**src/rtl/cordic_pkg.sv**
```systemverilog
// Shared constants and tag type for the CORDIC angle scheduler.
// Angles are Q.15 radians; tags carry a channel id wide enough for eight requesters.
package cordic_pkg;

   localparam int HALF_PI_Q = 51472;
   localparam int TWO_PI_Q  = 205887;
   localparam int ANGLE_W   = 18;
   localparam int THETA_W   = 17;
   localparam int XY_W      = 16;
   localparam int TAG_CH_W  = 3;

   typedef struct packed {
      logic                valid;
      logic [TAG_CH_W-1:0] ch;
   } tag_t;

endpackage

```
**src/rtl/cordic_angle_sched_rr_arbiter.sv**
```systemverilog
// Round-robin arbiter: combinational one-hot grant searched from the pointer, zero latency.
// The pointer moves to granted+1 on every grant and holds when nothing requests.
module rr_arbiter #(
   parameter int NUM_CH = 4,
   parameter int CH_W   = 2
) (
   input  logic              clk,
   input  logic              rst,
   input  logic [NUM_CH-1:0] req,
   output logic [NUM_CH-1:0] gnt,
   output logic [CH_W-1:0]   gnt_idx,
   output logic              gnt_vld
);

   logic [CH_W-1:0] ptr;

   function automatic logic [CH_W-1:0] rr_pos(input logic [CH_W-1:0] base, input int off);
      int s;
      s = int'(base) + off;
      if (s >= NUM_CH) s -= NUM_CH;
      return CH_W'(s);
   endfunction

   always_comb begin
      gnt     = '0;
      gnt_idx = '0;
      gnt_vld = 1'b0;
      for (int i = 0; i < NUM_CH; i++) begin
         if (!gnt_vld && req[rr_pos(ptr, i)]) begin
            gnt_vld              = 1'b1;
            gnt_idx              = rr_pos(ptr, i);
            gnt[rr_pos(ptr, i)]  = 1'b1;
         end
      end
   end

   always_ff @(posedge clk or negedge rst) begin
      if (!rst) begin
         ptr <= '0;
      end else if (gnt_vld) begin
         ptr <= (int'(gnt_idx) == NUM_CH - 1) ? '0 : gnt_idx + 1'b1;
      end
   end

endmodule

```
**src/rtl/cordic_angle_sched.sv**
```systemverilog
// Shares one CORDIC angle engine among NUM_CH channels; accept->result is CORDIC_LAT+2 edges.
// Per-channel one-deep slots give req_ready backpressure; results have no backpressure.
module cordic_angle_sched #(
   parameter int NUM_CH     = 4,
   parameter int CH_W       = 2,
   parameter int CORDIC_LAT = 9,
   parameter int HALF_PI_Q  = cordic_pkg::HALF_PI_Q,
   parameter int TWO_PI_Q   = cordic_pkg::TWO_PI_Q
) (
   input  logic                 clk,
   input  logic                 rst,
   input  logic [NUM_CH-1:0]    req_valid,
   output logic [NUM_CH-1:0]    req_ready,
   input  logic [NUM_CH*16-1:0] req_cx,
   input  logic [NUM_CH*16-1:0] req_cy,
   output logic [15:0]          eng_cx,
   output logic [15:0]          eng_cy,
   input  logic [16:0]          eng_theta,
   input  logic [1:0]           eng_quad,
   output logic                 res_valid,
   output logic [CH_W-1:0]      res_ch,
   output logic [17:0]          res_angle,
   output logic                 busy
);

   import cordic_pkg::*;

   logic [NUM_CH-1:0] pending;
   logic [NUM_CH-1:0] accept;
   logic [NUM_CH-1:0] gnt;
   logic [CH_W-1:0]   gnt_idx;
   logic              gnt_vld;
   logic [XY_W-1:0]   slot_cx [NUM_CH];
   logic [XY_W-1:0]   slot_cy [NUM_CH];

   // Entry 0 travels with eng_cx/eng_cy; the last entry lines up with the engine output.
   tag_t              tag_pipe [CORDIC_LAT+1];
   logic              tag_any;
   logic              unused_tag_ch;

   logic [18:0]        quad_term;
   logic signed [18:0] sum_s;
   logic signed [18:0] wrap_s;

   assign req_ready = ~pending;
   assign accept    = req_valid & ~pending;

   rr_arbiter #(
      .NUM_CH (NUM_CH),
      .CH_W   (CH_W)
   ) u_arb (
      .clk     (clk),
      .rst     (rst),
      .req     (pending),
      .gnt     (gnt),
      .gnt_idx (gnt_idx),
      .gnt_vld (gnt_vld)
   );

   // A slot is either empty (may accept) or pending (may be granted), never both.
   always_ff @(posedge clk or negedge rst) begin
      if (!rst) begin
         pending <= '0;
         for (int k = 0; k < NUM_CH; k++) begin
            slot_cx[k] <= '0;
            slot_cy[k] <= '0;
         end
      end else begin
         for (int k = 0; k < NUM_CH; k++) begin
            if (accept[k]) begin
               pending[k] <= 1'b1;
               slot_cx[k] <= req_cx[XY_W*k +: XY_W];
               slot_cy[k] <= req_cy[XY_W*k +: XY_W];
            end else if (gnt[k]) begin
               pending[k] <= 1'b0;
            end
         end
      end
   end

   always_ff @(posedge clk or negedge rst) begin
      if (!rst) begin
         eng_cx <= '0;
         eng_cy <= '0;
         for (int i = 0; i <= CORDIC_LAT; i++) begin
            tag_pipe[i] <= '0;
         end
      end else begin
         if (gnt_vld) begin
            eng_cx            <= slot_cx[gnt_idx];
            eng_cy            <= slot_cy[gnt_idx];
            tag_pipe[0].valid <= 1'b1;
            tag_pipe[0].ch    <= TAG_CH_W'(gnt_idx);
         end else begin
            tag_pipe[0] <= '0;
         end
         for (int i = 1; i <= CORDIC_LAT; i++) begin
            tag_pipe[i] <= tag_pipe[i-1];
         end
      end
   end

   // Quadrant offset plus first-quadrant theta, folded once into [0, 2pi).
   always_comb begin
      quad_term = 19'(eng_quad) * 19'(HALF_PI_Q);
      sum_s     = $signed(quad_term) + $signed({{2{eng_theta[THETA_W-1]}}, eng_theta});
      if (sum_s[18]) begin
         wrap_s = sum_s + 19'(TWO_PI_Q);
      end else if (sum_s >= 19'(TWO_PI_Q)) begin
         wrap_s = sum_s - 19'(TWO_PI_Q);
      end else begin
         wrap_s = sum_s;
      end
   end

   always_ff @(posedge clk or negedge rst) begin
      if (!rst) begin
         res_valid <= 1'b0;
         res_ch    <= '0;
         res_angle <= '0;
      end else begin
         res_valid <= tag_pipe[CORDIC_LAT].valid;
         if (tag_pipe[CORDIC_LAT].valid) begin
            res_ch    <= CH_W'(tag_pipe[CORDIC_LAT].ch);
            res_angle <= wrap_s[ANGLE_W-1:0];
         end
      end
   end

   always_comb begin
      tag_any = 1'b0;
      for (int i = 0; i <= CORDIC_LAT; i++) begin
         tag_any = tag_any | tag_pipe[i].valid;
      end
   end

   assign busy          = (|pending) | tag_any | res_valid;
   assign unused_tag_ch = ^tag_pipe[CORDIC_LAT].ch;

endmodule

```
**config.mk**
```make
export PLATFORM = sky130hd
export DESIGN_NAME = cordic_angle_sched
export DESIGN_NICKNAME = d
export VERILOG_FILES = /design/src/rtl/cordic_pkg.sv /design/src/rtl/cordic_angle_sched_rr_arbiter.sv /design/src/rtl/cordic_angle_sched.sv
export SDC_FILE = /design/constraint.sdc
export NUM_CORES = 1
export LEC_CHECK = 0
export ABC_AREA = 1
export CELL_PAD_IN_SITES_DETAIL_PLACEMENT = 2
export CELL_PAD_IN_SITES_GLOBAL_PLACEMENT = 2
export CORE_ASPECT_RATIO = 1.2
export CORE_MARGIN = 1
export CORE_UTILIZATION = 36
export CTS_BUF_LIST = sky130_fd_sc_hd__clkbuf_2 sky130_fd_sc_hd__clkbuf_4 sky130_fd_sc_hd__clkbuf_8
export CTS_CLUSTER_DIAMETER = 40
export CTS_CLUSTER_SIZE = 20
export DETAILED_ROUTE_END_ITERATION = 6
export DONT_BUFFER_PORTS = 1
export PLACE_DENSITY_LB_ADDON = 0.12
export SLEW_MARGIN = 25
export SYNTH_ARGS = -nofsm -noshare
export SYNTH_HDL_FRONTEND = slang
export SYNTH_HIERARCHICAL = 1
export SYNTH_SLANG_ARGS = --single-unit
```
**constraint.sdc**
```tcl
create_clock -name clk -period 4.8 [get_ports clk]
set_input_delay 0.48 -clock clk [delete_from_list [all_inputs] [get_ports clk]]
set_output_delay 0.48 -clock clk [all_outputs]
set_load 0.03 [all_outputs]
```
# Yosys cells after proc, flatten, opt, wreduce, memory -nomap -nowiden
# Index checks and enable logic that the tools add are counted.
classes:
  add_sub_neg: 11
  n_mul: 1
  magnitude_cmp: 18
  eq_ne: 1
  muxes: 54
  n_bitwise: 17
  n_reduce_logical: 15
op_table:
  columns: ["operator", "count"]
  rows:
  - ["$bmux 16 s2", 2]
  - ["$mux 16", 4]
  - ["$mux 18", 2]
  - ["$mux 2", 13]
  - ["$lt 2x3->1 const B", 8]
  - ["$mux 1", 20]
  - ["$mux 4", 5]
  - ["$add 19x17->19", 1]
  - ["$ge 19x19->1 const B", 1]
  - ["$add 18x17->18 const B", 1]
  - ["$sub 18x17->18 const B", 1]
  - ["$mul 2x12->14 const B", 1]
  - ["$ge 3x3->1 const B", 4]
  - ["$or 4x4->4", 3]
  - ["$or 1x1->1", 11]
  - ["$bmux 1 s2", 4]
  - ["$demux 1 s2", 4]
  - ["$ge 2x1->1 const B", 4]
  - ["$reduce_bool 2->1", 4]
  - ["$sub 2x1->2 const B", 4]
  - ["$logic_and 1x1->1", 7]
  - ["$add 2x2->3 const B", 2]
  - ["$and 4x4->4", 1]
  - ["$not 4->4", 1]
  - ["7 further kinds", 9]
word_totals:
  register_bits: 217
  in_bits: 153
  output_inout_bits: 58

# Logic depth before layout (Yosys ltp)
# Gate-level depths: netlist of the first run.
depth:
  depth_word: 22
  ltp_mapped: 21

# Modules after synthesis
# The synthesis of the first run kept the hierarchy.
modules_own_cells:
  columns: ["module", "n_inst", "cells_each", "area_per_inst_um2"]
  rows:
  - ["cordic_angle_sched", 1, 1129, 10228.6]
  - ["rr_arbiter", 1, 93, 594.3]

# Worst setup path after synthesis of the first run
# Ideal clock, no wire load.
synth_timing:
  path_type: "reg-to-reg"
  from: "reg (tool-made name)"
  to: "reg eng_cy[3]"
  t_arrival_ns: 2.647
  slack_ns: 2.071
  stages_incl_launch_ff: 15
  n_path_buf: 4
  period_less_slack_ns: 2.729
  path_cell_list: "dfrtp_1 > buf_6 > inv_6 > ha_1 > inv_1 > nand3_2 > nand2_4 > a21oi_1 > nand2_1 > a21oi_2 > clkbuf_1 > clkbuf_1 > buf_1 > o211ai_1 > a31oi_1"
synth_lines:
  columns: ["element", "line", "source"]
  rows:
  - ["to (signal assigned)", "cordic_angle_sched.sv:91", "eng_cy <= slot_cy[gnt_idx];"]
  - ["to (decl)", "cordic_angle_sched.sv:17", "output logic [15:0] eng_cy,"]

==> results.tsv, run 1 <==
metric	value	unit
PnR worst setup slack	1.34	ns
CTS tree	yes	
# setup viols final	0	
Worst Path Arrival	3.96	ns
Slew @ Worst Pin	1.06	ns
synth cell count leaders	nand2_1 (249), dfrtp_1 (217), nor2_1 (164), inv_1 (94), mux2_2 (94)	
input/output buffers	0	
Max Cap Viol	0	
initial drt markers	367	
Seq/Total Area, Yosys	50.2	%
DRT Wirelength	34.6	mm
Final Hold Viols	217	
antenna viol nets, final	0	
worst hold slack	-0.424	ns
Synth area leader	dfrtp_1	
Post-synth EDFFs	0	
Post-synth top flop	dfrtp_1	
core area	29600	sq um
CP delay by family, top	compound AO/OA/AOI/OAI gates	
Critical Path Stages	11	
drt drc	0	
routed len/inst	20.7	microns
Post-synth ARST share	100	%
mapped cell area	10800	sq um
most used cell, CP	inv_1	
RSZ-0062 raised after global routing	no	
Synth Warn #	6	
FF-to-FF path depth	11	
Critical Path RT	5.30	ns
first-pass GRT wire length	54.1	mm
post-synth cell types	38	
Die ar.	30800	sq um
Slew HR	29.6	%
# Post-CTS Setup Buffers	0	
Max VDD drop	705	uV
clock slew at reported path FFs	0.08	ns
Crit path largest cell delay	0.65	ns
Starting Density	36.5	%
# IOs	211	
Clock Sink Count	217	
layout cells sized above 1	16.8	%
Mapped Cells	1222	
top post-synthesis cells by area	dfrtp_1 (50%), mux2_2 (9.8%), nand2_1 (8.6%)	
Post-Route Setup TNS	0	ns
HPWL after detailed placement	23.9	mm
critical path, cell by cell	inv_6 -> ha_1 -> inv_1 -> nand3_2 -> nand2_4 -> nand3_4 -> o21ai_4 -> inv_1 -> nor2_1 -> o21ai_0 -> a31oi_1	
Worst-Skew Late Latency	0.59	ns
clk buf depth	3	
minimum clock period	3.46	ns
Final nets	1426	
CTS H-tree depth	1	
Vias/cell	5.23	
top-count cell post-synth	nand2_1	
top-area cell type share of the netlist area	50.2	%
CTS buffer count	30	
Root Buffer	clkbuf_8	
die width	160	microns
Setup Crit Path Kind	flip-flop to flip-flop	
largest net degree at the start of global routing	218	
Synth Register Bits	217	
pwr dens	830	nW/um^2
crit-path max FO	24	
Slew Viols, Final	0	
P_leak	5.78	nW
grt ovf	0	
antenna violations before repair	8	
cell row count	69	
Via Count	8748	
period utilisation layout	72.1	%
outcome	finished, violations left	
Mapped Nets	1395	
GP Congestion	0.827	
die span in y	192	microns
Setup WS pre-CTS	1.25	ns
CP Buf/Inv Count	3	
FMAX	289	MHz
Hold Crit Class	input port to async pin	
number of fill cells in the layout	3237	
crit path capture type	flip-flop	
DRT Pass-1 Iters	4	
mean post-synth cell area	8.86	sq um
Global Route Usage Sum	22.6	%
vias in the first global route	9701	
clock skew	0.0116	ns
Slowest cell on crit path	o21ai_4	
CP Launch Type	flip-flop	
Synth-to-Final Area Change	15.2	%
violated checks	negative hold slack	
Reg2Reg Setup Slack	1.34	ns
registers in the layout, indices dropped and copies added, names as in the netlist, named ones only:
register / flops
res_ch: 2
eng_cx: 16
res_valid: 1
res_angle: 18
slot_cy: 64
slot_cx: 64
tag_pipe: 30
eng_cy: 16
pending: 4
u_arb/ptr: 1
area by class of cell:
type | count | area, sq um | share of cell area [%]
sequential | 217 | 5430 | 43.6
tap | 390 | 488 | 3.91
inverter | 107 | 410 | 3.29
antenna | 7 | 17.5 | 0.141
multi-input combinational | 845 | 4800 | 38.5
clock buffer | 35 | 469 | 3.76
timing repair buffer | 52 | 508 | 4.08
clock inverter | 19 | 345 | 2.77
timing repair:
item | in CTS | in global routing
hold endpoints to repair | 260 | 221
hold buffers | 43 | 4
gates resized for setup | 0 | 0
power by group:
part	switching [mW]	internal, mW	leakage, nW
combinational	3.04	1.66	2.89
sequential	0.962	2.75	2.49
clock	0.782	1.15	0.399
kinds of logic (layout without fill, tap and decap cells):
kind of cell,Yosys count,after routing,share of synthesized area [%]
AND/OR/NAND/NOR,556,556,22.7
flip-flops,217,217,50.2
AO/OA/AOI/OAI,173,173,9.02
buffers and inverters,160,213,5.82
multiplexers,94,94,9.78
adder cells (fa/ha/maj),20,20,2.38
XOR/XNOR,2,2,0.162
other,0,7,0
worst reg2reg max path, stage by stage (launching register included):
cell and delay [ns]:
dfrtp_1 0.64, inv_6 0.12, ha_1 0.38, inv_1 0.13, nand3_2 0.10, nand2_4 0.12, nand3_4 0.13, o21ai_4 0.65
inv_1 0.48, nor2_1 0.21, o21ai_0 0.18, a31oi_1 0.25
cells in the final DEF (no fill, tap or decap), types with 4 or more instances in the layout:
| cell type | instances |
|---|---|
| a21oi_1 | 56 |
| a31oi_1 | 34 |
| buf_4 | 5 |
| bufinv_16 | 9 |
| clkbuf_8 | 33 |
| clkinvlp_4 | 4 |
| dfrtp_1 | 217 |
| diode_2 | 7 |
| dlygate4sd3_1 | 47 |
| ha_1 | 19 |
| inv_1 | 94 |
| inv_2 | 9 |
| mux2_2 | 94 |
| nand2_1 | 246 |
| nand2_2 | 20 |
| nand2_4 | 12 |
| nand3_1 | 76 |
| nand3_2 | 6 |
| nand4_1 | 11 |
| nor2_1 | 164 |
| nor2_2 | 5 |
| nor3_1 | 4 |
| nor4_1 | 4 |
| o211ai_1 | 18 |
| o21ai_0 | 54 |
| o21ai_1 | 4 |
through the flow:
step	power (mW)	cell area, sq um	std cells	util, %
floorplan	7.04	10800	1222	-
global placement	8.15	11200	1564	37.7
detailed placement	8.41	11200	1564	37.7
CTS	10.4	12400	1661	41.9
global route	11.1	12500	1670	42.1
finish	10.3	12500	1672	42.1
final timing paths:
path	to
setup / recovery	eng_cx[9]
hold / removal	res_angle[0]
setup reg to reg	eng_cx[9]
hold reg to reg	tag_pipe[33]
max in group asynchronous	slot_cy[8]
min in group clk	slot_cy[28]
metal layers:
metal,global-route usage [%],up-vias,part of all wire [%]
met5,0,-,0.081
met4,6.92,4,1.9
met3,5.18,47,5.5
met2,40.7,172,52
met1,26.6,4426,41
li1,-,4099,-
(Power assumes the default switching activity.)
==> run 2: changes to the inputs <==
clock period = 3.4 ns   (was 4.8 ns; I/O delays follow)
==> run 2 against run 1 <==
Critical endpoint is now eng_cx[11]. Highest routed layer unchanged. The run still ends with negative hold slack left. Sequential power is 42% higher. Count of clock-buffer cells in the layout rose by 7. First-iteration DRC count down 5.4%. Largest cell class unchanged. Combinational power is 53% higher. Critical path depth did not move. Utilization grew 2.8 points. Non-clock buffer count increased by 89. Fmax grew 8.2%. Global-route usage increased by 2.7 points. Clock skew up 0.030 ns.
==> results.tsv, run 2 (synthesis results as in run 1) <==
metric	value	unit
outcome	finished, violations left	
violated checks	negative hold slack	
largest registers	slot_cx: 64 flops, slot_cy: 64 flops, tag_pipe: 30 flops	
initial drt markers	347	
P_leak	6.14	nW
FMAX	313	MHz
clk buf depth	3	
antenna viol nets, final	0	
Tot Pwr	15.0	mW
period utilisation layout	94.1	%
# placed instances	1569	
HPWL after detailed placement	24.1	mm
drt drc	0	
Post-Route Setup TNS	0	ns
Via Count	9255	
crit path capture type	flip-flop	
final instance area	13300	sq um
Clock Sink Count	217	
leading cell type in the layout, fill and taps excluded	nand2_1	
# Post-CTS Setup Buffers	0	
CP delay by family, top	buffers and inverters	
CP Buf/Inv Count	3	
antenna violations before repair	6	
DRT Pass-1 Iters	4	
CP Launch Type	flip-flop	
Vias/cell	5.24	
non-filler cells, final	1765	
Setup Crit Path Kind	flip-flop to flip-flop	
CTS buffer count	34	
Die ar.	30800	sq um
Hold Crit Class	input port to async pin	
pwr dens	1130	nW/um^2
core area	29600	sq um
Max VDD drop	649	uV
GP Congestion	0.852	
# IOs	211	
placed cell area	11200	sq um
vias in the first global route	10600	
minimum clock period	3.20	ns
die width	160	microns
Final Core Density	44.9	%
hold buffers post-CTS	131	
most frequent cells in the layout	nand2_1 (246), dfrtp_1 (217), nor2_1 (164), dlygate4sd3_1 (131)	
crit-path max FO	30	
largest net degree at the start of global routing	218	
critical path, cell by cell	inv_2 -> ha_1 -> inv_1 -> nand3_2 -> nand2_4 -> nand3_4 -> nor2_4 -> a21oi_4 -> inv_1 -> o21ai_0 -> a31oi_1	
DRT Wirelength	38.7	mm
Slew Viols, Final	0	
Starting Density	36.5	%
Synth-to-Final Area Change	22.7	%
die span in y	192	microns
Crit path largest cell delay	0.64	ns
Critical Path RT	3.85	ns
Worst Path Arrival	3.65	ns
worst hold slack	-0.519	ns
clock slew at reported path FFs	0.08	ns
PnR worst setup slack	0.201	ns
# setup viols final	0	
Final nets	1519	
Final Hold Viols	217	
layout cells sized above 1	16.4	%
CTS tree	yes	
input/output buffers	0	
CTS H-tree depth	2	
Root Buffer	clkbuf_8	
Slew @ Worst Pin	1.01	ns
Worst-Skew Late Latency	0.55	ns
Post-CTS Resized	0	
most used cell, CP	inv_1	
Slew HR	32.5	%
Slowest cell on crit path	inv_1	
grt ovf	0	
Setup WS pre-CTS	0.158	ns
Global Route Usage Sum	25.3	%
Max Cap Viol	0	
clock skew	0.0413	ns
first-pass GRT wire length	60.1	mm
cell row count	69	
routed len/inst	21.9	microns
RSZ-0062 raised after global routing	yes	
number of fill cells in the layout	3158	
[run 2: cell count changes in the layout (fill, tap and decap cells not counted), moves of 2 or more]
| cell | previous run | this run |
|---|---|---|
| inv_6 | 3 | 8 |
| clkbuf_4 | 2 | 4 |
| dlygate4sd3_1 | 47 | 131 |
| clkbuf_8 | 33 | 38 |
| diode_2 | 7 | 5 |
| nand2_4 | 12 | 10 |
| nand2_2 | 20 | 22 |
| buf_4 | 5 | 9 |
| bufinv_16 | 9 | 3 |
| clkinv_4 | 2 | 0 |
[run 2: path summary, 6_finish.rpt]
kind	end	start	slack, ns	cells past startpoint
setup / recovery	eng_cx[11]	u_arb/ptr[1]	0.20	11
hold / removal	res_ch[0]	rst	-0.52	0
setup reg to reg	eng_cx[11]	u_arb/ptr[1]	0.20	11
hold reg to reg	tag_pipe[33]	tag_pipe[37]	0.34	0
max in group asynchronous	res_valid	rst	3.42	0
min in group clk	res_angle[3]	eng_theta[3]	0.04	4
[run 2: cell type report]
class	instances	area, sq um	share of cell area (%)
clock inverter	18	205	1.54
inverter	107	409	3.08
clock buffer	42	553	4.16
antenna	5	12.5	0.0942
timing repair buffer	141	1400	10.5
multi-input combinational	845	4790	36.0
tap	390	488	3.67
sequential	217	5430	40.9
[run 2: metal layers]
| metal | part of all wire [%] | routed length [microns] | global-route usage [%] | vias to the layer above |
|---|---|---|---|---|
| li1 | - | - | - | 4272 |
| met1 | 39 | 15200 | 28.4 | 4721 |
| met2 | 53 | 20700 | 47.4 | 196 |
| met3 | 4.9 | 1890 | 5.64 | 64 |
| met4 | 2.4 | 935 | 7.66 | 2 |
| met5 | 0.028 | 11 | 0 | - |
[run 2: power by group]
group	leakage [nW]	internal [mW]	switching, mW
clock	0.388	1.35	1.20
combinational	3.26	2.47	4.74
sequential	2.49	3.88	1.39
total	6.14	7.71	7.32
==> run 3: changes to the inputs <==
GPL_TIMING_DRIVEN = 0   (was not set)
==> run 3 against run 2 <==
The flow still finishes with violations (negative hold slack). Flip-flop and latch count did not move. Combinational power rose by 7.5%. Register-to-register slack improved by 0.04 ns. Non-clock buffer count rose by 41. Sequential share of layout area fell by 0.56 points. Wire length rose by 7.1%. Sequential power barely moved. Worst setup slack improved by 0.043 ns. Hold slack got worse by 0.0021 ns. Critical path depth rose by 3. Critical endpoint is now eng_cx[12]. Largest power group unchanged. Highest routed layer unchanged.
==> results.tsv, run 3 (synthesis results as in run 1) <==
metric	value	unit
GP Congestion	0.842	
cell row count	69	
combinational share of power	49.1	%
# setup viols final	0	
crit-path max FO	10	
Register Area	5430	sq um
largest net degree at the start of global routing	218	
Slew Viols, Final	0	
Tot Pwr	15.8	mW
DRT Pass-1 Iters	4	
Setup Crit Path Kind	flip-flop to flip-flop	
largest registers	slot_cx: 64 flops, slot_cy: 64 flops, tag_pipe: 30 flops	
core area	29600	sq um
hold buffers post-CTS	130	
clk buf depth	3	
grt ovf	0	
Die ar.	30800	sq um
leading cell type in the layout, fill and taps excluded	nand2_1	
antenna violations before repair	6	
FMAX	317	MHz
multi-input gate area in the final layout	4760	sq um
FF-to-FF path depth	14	
drt drc	0	
CP Launch Type	flip-flop	
# Post-CTS Setup Buffers	0	
Synth-to-Final Area Change	24.5	%
first-pass GRT wire length	64.0	mm
Post-Route Setup TNS	0	ns
Sw Pwr	7.85	mW
die width	160	microns
initial drt markers	276	
Global Route Usage Sum	27.4	%
Hold Crit Class	input port to async pin	
WL met1	15.4	mm
pwr dens	1170	nW/um^2
DRT Wirelength	41.4	mm
Final Core Density	45.5	%
# IOs	211	
clock share of power	17.4	%
Root Buffer	clkbuf_8	
Final Hold Viols	217	
Starting Density	36.5	%
crit path capture type	flip-flop	
CTS buffer count	35	
worst hold slack	-0.521	ns
Worst Path Arrival	3.56	ns
Vias/cell	5.26	
minimum clock period	3.16	ns
wire length on met2	22.5	mm
period utilisation layout	92.8	%
HPWL after detailed placement	26.9	mm
Final nets	1561	
Slew HR	55.1	%
met3 WL	1.89	mm
top layer in use	met5	
Via Count	9524	
P_leak	6.21	nW
clock slew at reported path FFs	0.07	ns
violated checks	negative hold slack	
switching part of the total	49.7	%
input/output buffers	0	
layout cells sized above 1	16.3	%
most frequent cells in the layout	nand2_1 (249), dfrtp_1 (216), nor2_1 (164), dlygate4sd3_1 (130)	
routed len/inst	22.9	microns
die span in y	192	microns
antenna viol nets, final	0	
number of fill cells in the layout	3219	
Critical Path RT	3.80	ns
internal power	7.93	mW
vias in the first global route	11000	
Slew @ Worst Pin	0.674	ns
outcome	finished, violations left	
Max Cap Viol	0	
sequential share of power	33.5	%
clock skew	0.0381	ns
CTS H-tree depth	2	
Clock Sink Count	217	
Max VDD drop	593	uV
Worst-Skew Late Latency	0.57	ns
CTS tree	yes	
==> run 3: layout make-up <==
| cell class | count | share of cell area [%] |
|---|---|---|
| Clock inverter | 21 | 2.01 |
| Buffer | 52 | 1.68 |
| Multi-Input combinational cell | 845 | 35.4 |
| Antenna cell | 5 | 0.0929 |
| Sequential cell | 217 | 40.3 |
| Inverter | 107 | 3.04 |
| Clock buffer | 43 | 4.21 |
| Timing Repair Buffer | 130 | 9.66 |
| Tap cell | 390 | 3.62 |
==> run 3: power groups by stage <==
stage          registers, mW  clock network (mW)  logic [mW]
3_3_place_gp            5.14                   0        6.81
2_1_floorplan           4.91                   0        5.03
3_5_place_dp            5.22                   0        7.09
6_report                5.28                2.75        7.75
4_1_cts                 5.18                2.78        7.27
5_1_grt                 5.40                2.90        8.49
==> run 3: timing repair <==
item | in CTS | in global routing
setup endpoints to repair | 25 | 32
resized for setup | 2 | 17
pin swaps | 0 | 1
endpoints found under the hold margin | 347 | 217
==> run 3: worst max-delay path: stages (launching register included) <==
cell and delay [ns]:
dfrtp_1 0.41, buf_6 0.17, inv_6 0.07, ha_1 0.35, inv_1 0.10, nand3_2 0.10
nand2_4 0.09, a21oi_1 0.15, nand2_1 0.09, a21oi_2 0.17, clkbuf_2 0.31, inv_1 0.14
clkbuf_1 0.27, o21ai_0 0.42, a31oi_1 0.15
==> run 3: per-layer routing <==
layer / track usage (%) / vias up
met3: 5.64 / 107
li1: - / 4362
met2: 52.3 / 245
met1: 28.8 / 4808
met5: 0 / -
met4: 12.0 / 2
==> run 3: path summary, 6_finish.rpt <==
path / to / slack (ns)
min in group clk: slot_cy[35] / 0.03
max in group asynchronous: tag_pipe[35] / 3.44
min reg2reg: tag_pipe[5] / 0.35
max: eng_cx[12] / 0.24
min: res_ch[0] / -0.52
max reg2reg: eng_cx[12] / 0.24
==> run 3: through the flow <==
stage / setup slack, ns / instances / instance area, sq um
after global routing: -0.00182 / 1810 / 13500
after global placement: -0.342 / 1612 / 11300
after detailed placement: -0.382 / 1612 / 11300
final: 0.244 / 1810 / 13500
after CTS: 0.0554 / 1805 / 13400
after floorplan: 0.671 / 1222 / 10800
